### src/rtl/cpu_coin_conditioner.sv
// Coin-door conditioner: debounces the left/right coin switches and turns CPU
// counter requests into timed coin-counter coil pulses with a 3-bit backlog.
module cpu_coin_conditioner #(
  parameter int unsigned DEBOUNCE_CYCLES  = 16,
  parameter int unsigned PULSE_ON_CYCLES  = 64,
  parameter int unsigned PULSE_OFF_CYCLES = 64
) (
  input  logic       CLK,
  input  logic       RESET_AL,
  input  logic       LEFT_COIN_RAW_AL,
  input  logic       RIGHT_COIN_RAW_AL,
  input  logic       COIN_CNTR_REQ_1,
  input  logic       COIN_CNTR_REQ_2,
  output logic       LEFT_COIN_INPUT,
  output logic       RIGHT_COIN_INPUT,
  output logic       COIN_CNTR_1,
  output logic       COIN_CNTR_2,
  output logic [1:0] COIN_OVF
);

  localparam int unsigned DB_W  = 8;
  localparam int unsigned TMR_W = 16;

  typedef enum logic [1:0] {
    ST_IDLE = 2'd0,
    ST_ON   = 2'd1,
    ST_OFF  = 2'd2
  } cntr_state_e;

  // Bit 0 is the left coin / counter 1, bit 1 the right coin / counter 2.
  logic [1:0] raw_open, req_in;
  assign raw_open = {RIGHT_COIN_RAW_AL, LEFT_COIN_RAW_AL};
  assign req_in   = {COIN_CNTR_REQ_2, COIN_CNTR_REQ_1};

  logic [1:0]       sync1_q, sync1_d, sync2_q, sync2_d, sync_closed;
  logic [1:0]       filt_q, filt_d;
  logic [DB_W-1:0]  db_cnt_q [2];
  logic [DB_W-1:0]  db_cnt_d [2];

  logic [1:0]       req_q, req_d, drive_q, drive_d, ovf_q, ovf_d;
  logic [1:0]       rise, start;
  cntr_state_e      state_q [2];
  cntr_state_e      state_d [2];
  logic [2:0]       pend_q [2];
  logic [2:0]       pend_d [2];
  logic [TMR_W-1:0] tmr_q [2];
  logic [TMR_W-1:0] tmr_d [2];

  always_comb begin
    // NOTE: every signal gets a default before any branch, so no path can leave it unassigned and infer a latch.
    sync1_d     = raw_open;
    sync2_d     = sync1_q;
    sync_closed = ~sync2_q;
    filt_d      = filt_q;
    for (int i = 0; i < 2; i++) begin
      db_cnt_d[i] = '0;
      if (sync_closed[i] != filt_q[i]) begin
        if (db_cnt_q[i] == DB_W'(DEBOUNCE_CYCLES - 1)) begin
          filt_d[i] = sync_closed[i];
        end else begin
          db_cnt_d[i] = db_cnt_q[i] + 1'b1;
        end
      end
    end
  end

  always_comb begin
    req_d   = req_in;
    drive_d = drive_q;
    ovf_d   = ovf_q;
    rise    = req_in & ~req_q;
    start   = '0;
    for (int i = 0; i < 2; i++) begin
      state_d[i] = state_q[i];
      pend_d[i]  = pend_q[i];
      tmr_d[i]   = tmr_q[i];
      start[i]   = (state_q[i] == ST_IDLE) && (pend_q[i] != 3'd0);

      // A request landing on a decrement edge cancels it out and never overflows.
      if (rise[i] && !start[i]) begin
        if (pend_q[i] == 3'd7) ovf_d[i] = 1'b1;
        else                   pend_d[i] = pend_q[i] + 3'd1;
      end else if (start[i] && !rise[i]) begin
        pend_d[i] = pend_q[i] - 3'd1;
      end

      case (state_q[i])
        ST_IDLE: begin
          if (start[i]) begin
            state_d[i] = ST_ON;
            tmr_d[i]   = TMR_W'(PULSE_ON_CYCLES - 1);
            drive_d[i] = 1'b1;
          end
        end
        ST_ON: begin
          if (tmr_q[i] == '0) begin
            state_d[i] = ST_OFF;
            tmr_d[i]   = TMR_W'(PULSE_OFF_CYCLES - 1);
            drive_d[i] = 1'b0;
          end else begin
            tmr_d[i] = tmr_q[i] - 1'b1;
          end
        end
        ST_OFF: begin
          if (tmr_q[i] == '0) state_d[i] = ST_IDLE;
          else                tmr_d[i]   = tmr_q[i] - 1'b1;
        end
        default: begin
          state_d[i] = ST_IDLE;
          tmr_d[i]   = '0;
          drive_d[i] = 1'b0;
        end
      endcase
    end
  end

  // Synchronisers reset to "switch open" so reset release never looks like a coin.
  always_ff @(posedge CLK or negedge RESET_AL) begin
    if (!RESET_AL) begin
      sync1_q <= '1;
      sync2_q <= '1;
      filt_q  <= '0;
      req_q   <= '0;
      drive_q <= '0;
      ovf_q   <= '0;
      for (int i = 0; i < 2; i++) begin
        db_cnt_q[i] <= '0;
        state_q[i]  <= ST_IDLE;
        pend_q[i]   <= '0;
        tmr_q[i]    <= '0;
      end
    end else begin
      // NOTE: non-blocking so every flop samples pre-edge values whatever the statement order.
      sync1_q <= sync1_d;
      sync2_q <= sync2_d;
      filt_q  <= filt_d;
      req_q   <= req_d;
      drive_q <= drive_d;
      ovf_q   <= ovf_d;
      for (int i = 0; i < 2; i++) begin
        db_cnt_q[i] <= db_cnt_d[i];
        state_q[i]  <= state_d[i];
        pend_q[i]   <= pend_d[i];
        tmr_q[i]    <= tmr_d[i];
      end
    end
  end

  assign LEFT_COIN_INPUT  = filt_q[0];
  assign RIGHT_COIN_INPUT = filt_q[1];
  assign COIN_CNTR_1      = drive_q[0];
  assign COIN_CNTR_2      = drive_q[1];
  assign COIN_OVF         = ovf_q;

endmodule

### config.mk
export PLATFORM = sky130hd
export DESIGN_NAME = cpu_coin_conditioner
export DESIGN_NICKNAME = d
export VERILOG_FILES = /design/src/rtl/cpu_coin_conditioner.sv
export SDC_FILE = /design/constraint.sdc
export NUM_CORES = 1
export LEC_CHECK = 0
export ABC_AREA = 1
export CAP_MARGIN = 0
export CORE_UTILIZATION = 53
export DETAILED_ROUTE_END_ITERATION = 12
export PLACE_DENSITY = 0.7
export SLEW_MARGIN = 30
export SYNTH_ARGS = -nofsm -noshare
export SYNTH_HDL_FRONTEND = slang
export SYNTH_SLANG_ARGS = --single-unit
### constraint.sdc
create_clock -name CLK -period 3.55 [get_ports CLK]
set_input_delay 0.71 -clock CLK [delete_from_list [all_inputs] [get_ports CLK]]
set_output_delay 0.71 -clock CLK [all_outputs]
set_load 0.02 [all_outputs]
==> results.md, run 1 <==
- Max Freq: 458 MHz
- Max-slew violation count: 0
- Critical-path top delay cell: dfrtp_1
- Reg2reg setup slack: 1.37 ns
- Seq/Total Area, Yosys: 43.7%
- WP data arrival: 2.42 ns
- Crit path top cell by count: nand2_1
- Area leader, netlist: dfrtp_1
- Met2 WL: around 3800 µm
- Routed length on met3: 286 µm
- Fillers: 724
- CTS tree: built
- CP Max Fanout: 11
- Ant. Diodes: 0
- Metal1 wirelength: roughly 3700 µm
- Fin. Hold Viols: 0
- Ranking of synthesized cells by area: dfrtp_1 (41%), nand2_1 (14%), nor2_1 (8.9%), inv_1 (7.5%), nand3_1 (4.6%)
- Final setup TNS: 0 ns
- Die height: 89.1 µm
- Post-synthesis to final-layout area growth: 9.86%
- Worst r2r src: tmr_q[16]$_DFFE_PN0P_
- Pwr/cell area: 541 nW/µm²
- Worst-path clk slew: 0.07 ns
- Crit path to: tmr_q[20]$_DFFE_PN0P_
- Setup Skew: 0.0132 ns
- Mean Syn Cell Area: approximately 7.4 µm²
- Largest stage delay, worst path: around 0.40 ns
- Worst vdd ir: 0.348 mV
- Final Critical Period: 2.18 ns
- Clock buffer depth: 2
- Dpl cells: 651
- First-pass GRT wire length: 13,700 µm
- Register bit total from synthesis: 70
- Nets: between 500 and 600
- CTS buffer count: 9
- Number of I/O port buffers: 11
- EDFF count, synth: 0
- DR vias/cell: between 5 and 6
- Count of cell types in the netlist: 39
- Final Power: 2.39 mW
- Top-area cell type share of the netlist area: 41.0%
- H-tree level count: 3
- Slew at the pin closest to its max-slew limit: 0.724 ns
- Largest net degree at the start of global routing: 40
- GRT overflow: 0
- Commonest cells after routing, fill and taps aside: nand2_1 (150), nor2_1 (95), inv_1 (80), dfrtp_1 (66), nand3_1 (37)
- Post-Syn Area: a little over 4000 µm²
- Detail Placement HPWL: 5700 µm
- Async SR Flop Fraction: 100%
- Max-cap violations: 0
- Non-filler instance count after layout: 667
- RSZ-0062 raised after global routing: no
- DR iter-0 viols: 218
- Cell family with most CP delay: simple AND/OR/NAND/NOR gates
- FP Rows: 31
- Number of global-route vias before repair: 3,180
- Main synth FF type: dfrtp_1
- Routed wire length: 7850 µm
- IO Count: 12
- Sequential cell area: approximately 1800 µm²
- Via count: 3,400
- Post-Syn Nets: 558
- # Post-CTS Setup Buffers: 0
- Final Setup Violations: 0
- Buf/Inv on CP: 4
- All-layer global routing usage: 22.5%
- Placer congestion estimate: 0.930
- Multi-input gate area: 1920 µm²
- Wire per inst: ~12 µm
- Core area: 7290 µm²
- Relative slew slack: 51.7%
- First-pass DRT Iterations: 5
- Fin crit share: roughly three fifths
- CTS sink count: 70
- CP Launch Point: tmr_q[16]$_DFFE_PN0P_
- Commonest non-fill, non-tap cell in the layout: nand2_1
- Clock latency on the worst-skew pair: 0.35 ns
- Post_cts resized: 0
- Share of layout cells above drive strength 1: between 8 and 9%
- Die area: roughly 8000 µm²
- Antenna Nets Post-Route: 0
- Hold buffers post-CTS: 0
- Warnings from Yosys: 0
- Worst endpoint required time: 3.79 ns
- Startpoint types: flip-flop
- # DRC: 0
- Element type at the critical path end: flip-flop
- Leakage: 2.35 nW
- Critical path class: reg -> reg
- Status: finished, final reports clean
- Die width: 89.1 µm
- Initial Util: 55.2%
- Top Layer Used: met4
- Hold Path Class: reg -> reg
- Critical-path cell list: inv_1, ha_1, inv_1, nor2_1, nand2_1, nor2_1, nand3_1, nand2_2, inv_2, nand2_2, inv_2, nand2_1, nand2_1
- Worst Reg-to-Reg Cells: 13
- Post-synthesis instance total: 544
- CP Depth: 13
- Initial antenna violation count: 0
- CTS root buf: clkbuf_8
- R2R Path End: tmr_q[20]$_DFFE_PN0P_
-- worst min path at each step --
stage,from,to,slack [ns],depth (start not counted)
3_5_place_dp,sync1_q[1]$_DFF_PN1_,sync2_q[1]$_DFF_PN1_,0.35,0
2_1_floorplan,sync1_q[0]$_DFF_PN1_,sync2_q[0]$_DFF_PN1_,0.35,0
3_3_place_gp,sync1_q[1]$_DFF_PN1_,sync2_q[1]$_DFF_PN1_,0.35,0
5_1_grt,sync1_q[0]$_DFF_PN1_,sync2_q[0]$_DFF_PN1_,0.36,0
6_report,sync1_q[1]$_DFF_PN1_,sync2_q[1]$_DFF_PN1_,0.36,0
4_1_cts,sync1_q[1]$_DFF_PN1_,sync2_q[1]$_DFF_PN1_,0.36,0
-- synthesized netlist by cell type (2+ instances only) --
cell and instances:
nor2_2 5, nor3_1 5, xor2_1 13, dfrtp_1 66
nand2_2 4, nand2_1 150, or2_2 2, inv_1 80
nand3_2 3, nand4_1 18, nor2_4 4, buf_6 2
o2111ai_1 2, a21oi_1 8, dfstp_2 4, o21bai_1 2
nor3b_1 6, inv_2 2, nand3_1 37, nor2_1 95
fa_1 2, o21ai_0 12, ha_1 6
-- area by class of cell --
type | count | area share (%)
Sequential cell | 70 | 39.7
Tap cell | 99 | 2.80
Clock buffer | 12 | 3.06
Clock inverter | 4 | 1.08
Inverter | 83 | 7.10
Multi-Input combinational cell | 387 | 43.4
Timing Repair Buffer | 12 | 2.83
-- power by group --
group          internal [mW]  switching [mW]  total (mW)
Clock                  0.323           0.301       0.624
Combinational          0.262           0.490       0.752
Sequential             0.913           0.103        1.02
Total                   1.50           0.895        2.39
-- sequential cells by signal (all words and copies together) (netlist names) --
register  flops
tmr_q        32
db_cnt_q     16
pend_q        6
state_q       4
COIN_OVF      2
drive_q       2
filt_q        2
req_q         2
sync1_q       2
sync2_q       2
-- metrics by stage --
| stage | instance area [µm²] | setup WS (ns) | util, % | hold slack [ns] |
|---|---|---|---|---|
| 6_report | 4420 | 1.37 | 60.6 | 0.356 |
| 5_1_grt | 4420 | 1.15 | 60.6 | 0.360 |
| 3_5_place_dp | 4240 | 1.06 | 58.1 | 0.347 |
| 3_3_place_gp | 4240 | 1.18 | 58.1 | 0.346 |
| 4_1_cts | 4420 | 1.40 | 60.6 | 0.356 |
| 2_1_floorplan | 4020 | 1.71 | - | 0.345 |
-- cell families after synthesis --
kind of cell / synth area share [%]
DFF: 43.7
and+or+nand+nor: 37.0
muxes: 0.280
xor gates and xnor gates: 3.05
adders and majority gates: 2.86
buffers and inverters: 8.68
AOI/OAI and AO/OA: 4.48
-- routing by layer --
metal  GRT usage (%)  up-vias
met3            5.08        9
met4            8.80        0
met5               0        -
met1            28.6     1601
li1                -     1733
met2            37.5       57
-- worst register-to-register path, cell delays in order, from the launching register on --
cell and delay [ns]:
dfrtp_1 0.40, inv_1 0.15, ha_1 0.19, inv_1 0.04
nor2_1 0.07, nand2_1 0.06, nor2_1 0.12, nand3_1 0.35
nand2_2 0.30, inv_2 0.13, nand2_2 0.10, inv_2 0.05
nand2_1 0.08, nand2_1 0.05
Note: power is estimated with default switching activity, not from simulation.
==> run 2: changes to the inputs <==
- clock period: 3.55 -> 2.1 ns (I/O delays scaled with it)
==> results.md, run 2 (same netlist as run 1, synthesis figures left out) <==
- Worst-path clk slew: approximately 0.070 ns
- CTS sink count: 70
- Setup Skew: slightly below 0.01 ns
- Fillers: 702
- Ant. Diodes: 0
- Multi-input gate area: 1920 µm²
- Hold Path Class: in -> async
- Via count: between 3,000 and 4,000
- Antenna Nets Post-Route: 0
- Reg2reg setup slack: a little over 0.3 ns
- Reg with most FFs: tmr_q
- Commonest non-fill, non-tap cell in the layout: nand2_1
- DR iter-0 viols: 143
- Worst endpoint required time: 2.34 ns
- Final setup TNS: 0 ns
- Die height: between 80 and 90 µm
- Post_cts resized: 0
- Detail Placement HPWL: 5530 µm
- Status: finished, final reports clean
- Placement Setup Slack: -0.0119 ns
- Number of global-route vias before repair: 3,099
- CP Launch Point: tmr_q[16]$_DFFE_PN0P_
- All-layer global routing usage: 21.3%
- RSZ-0062 raised after global routing: no
- CTS root buf: clkbuf_8
- Max-cap violations: 0
- Core area: roughly 7300 µm²
- DR vias/cell: around 5.0
- Setup WS post-layout: 0.303 ns
- Die area: 7950 µm²
- Sequential cell area: 1760 µm²
- WP data arrival: between 2 and 2.5 ns
- Post-synthesis to final-layout area growth: 10.9%
- # Post-CTS Setup Buffers: 0
- IO Count: 12
- Relative slew slack: 70.3%
- Final Critical Period: approximately 1.8 ns
- CTS buffer count: 9
- Nets: 581
- Element type at the critical path end: flip-flop
- Initial Util: 55.2%
- Die width: a little under 90 µm
- Design area: 4460 µm²
- First-pass DRT Iterations: 4
- Fin crit share: 85.6%
- R2R Path End: tmr_q[20]$_DFFE_PN0P_
- Slew at the pin closest to its max-slew limit: 0.444 ns
- GRT overflow: 0
- First-pass GRT wire length: between 10,000 and 15,000 µm
- Largest regs: tmr_q x32, db_cnt_q x16, pend_q x6
- Share of layout cells above drive strength 1: between 9 and 10%
- H-tree level count: 3
- Clock buffer depth: 2
- CTS tree: built
- Critical path class: reg -> reg
- Initial antenna violation count: 0
- Hold buffers post-CTS: 0
- Pwr/cell area: between 900 and 1000 nW/µm²
- Routed wire length: 7450 µm
- Startpoint types: flip-flop
- Max-slew violation count: 0
- Wire per inst: 11.1 µm
- FP Rows: 31
- Number of I/O port buffers: 11
- CP Max Fanout: 8
- Crit path to: tmr_q[20]$_DFFE_PN0P_
- Clock latency on the worst-skew pair: around 0.35 ns
- Placer congestion estimate: between 0.9 and 1
- Placed cell area: ~4300 µm²
- Largest net degree at the start of global routing: ~70
- Worst vdd ir: 0.626 mV
- Worst Reg-to-Reg Cells: 13
- Number of flip-flops in the largest register: 32
- Final Setup Violations: 0
- # DRC: 0
- Fin. Hold Viols: 0
- Final Power: 4.06 mW
- Worst r2r src: tmr_q[16]$_DFFE_PN0P_
- Leakage: 2.37 nW
- Max Freq: 557 MHz
- Commonest cells after routing, fill and taps aside: nand2_1 (150), nor2_1 (95), inv_1 (80), dfrtp_1 (66), nand3_1 (37)
## run 2: worst min-delay path by stage
stage / startpoint / to / slack (ns) / depth (start not counted)
after CTS: RESET_AL / db_cnt_q[11]$_DFF_PN0_ / 0.09 / 2
after detailed placement: sync1_q[1]$_DFF_PN1_ / sync2_q[1]$_DFF_PN1_ / 0.35 / 0
after global placement: sync1_q[1]$_DFF_PN1_ / sync2_q[1]$_DFF_PN1_ / 0.35 / 0
after floorplan: RESET_AL / COIN_OVF[0]$_DFFE_PN0P_ / 0.12 / 0
after global routing: RESET_AL / db_cnt_q[11]$_DFF_PN0_ / 0.11 / 2
final: RESET_AL / db_cnt_q[11]$_DFF_PN0_ / 0.07 / 2
## run 2: critical path, cell delays in order (launching register included)
cell	delay, ns
dfrtp_1	0.40
inv_1	0.15
ha_1	0.20
inv_1	0.05
nor2_1	0.08
nand2_1	0.05
nor2_1	0.12
nand3_1	0.12
nand2_2	0.17
inv_2	0.11
nand2_2	0.10
inv_2	0.05
nand2_1	0.06
nand2_1	0.04
## run 2: per-stage QoR
| step | hold WS [ns] | utilization [%] | cells |
|---|---|---|---|
| after floorplan | 0.124 | - | 544 |
| after global placement | 0.346 | 58.5 | 655 |
| after detailed placement | 0.348 | 58.5 | 655 |
| after CTS | 0.0884 | 61.2 | 671 |
| after global routing | 0.115 | 61.2 | 671 |
| final | 0.0684 | 61.2 | 671 |
## run 2: layout make-up
type | count | share of cell area (%)
clock inverters | 4 | 1.07
clock buffers | 12 | 3.25
well taps | 99 | 2.78
inverters | 83 | 7.04
repair buffers | 16 | 3.48
flip-flops and latches | 70 | 39.4
multi-input cells | 387 | 43.0
## run 2: power breakdown
group	internal [mW]	switching (mW)	total [mW]
combinational	0.452	0.815	1.27
sequential	1.54	0.168	1.71
clock	0.578	0.500	1.08
total	2.57	1.48	4.06
## run 2: layer usage
| metal | routed length [µm] | part of all wire [%] | up-vias | global-route usage [%] |
|---|---|---|---|---|
| met5 | 0 | 0 | - | 0 |
| met4 | 78 | 1.0 | 0 | 9.24 |
| met3 | 185 | 2.5 | 6 | 3.69 |
| met2 | 3700 | 50 | 35 | 37.5 |
| met1 | 3490 | 47 | 1542 | 25.6 |
| li1 | - | - | 1744 | - |
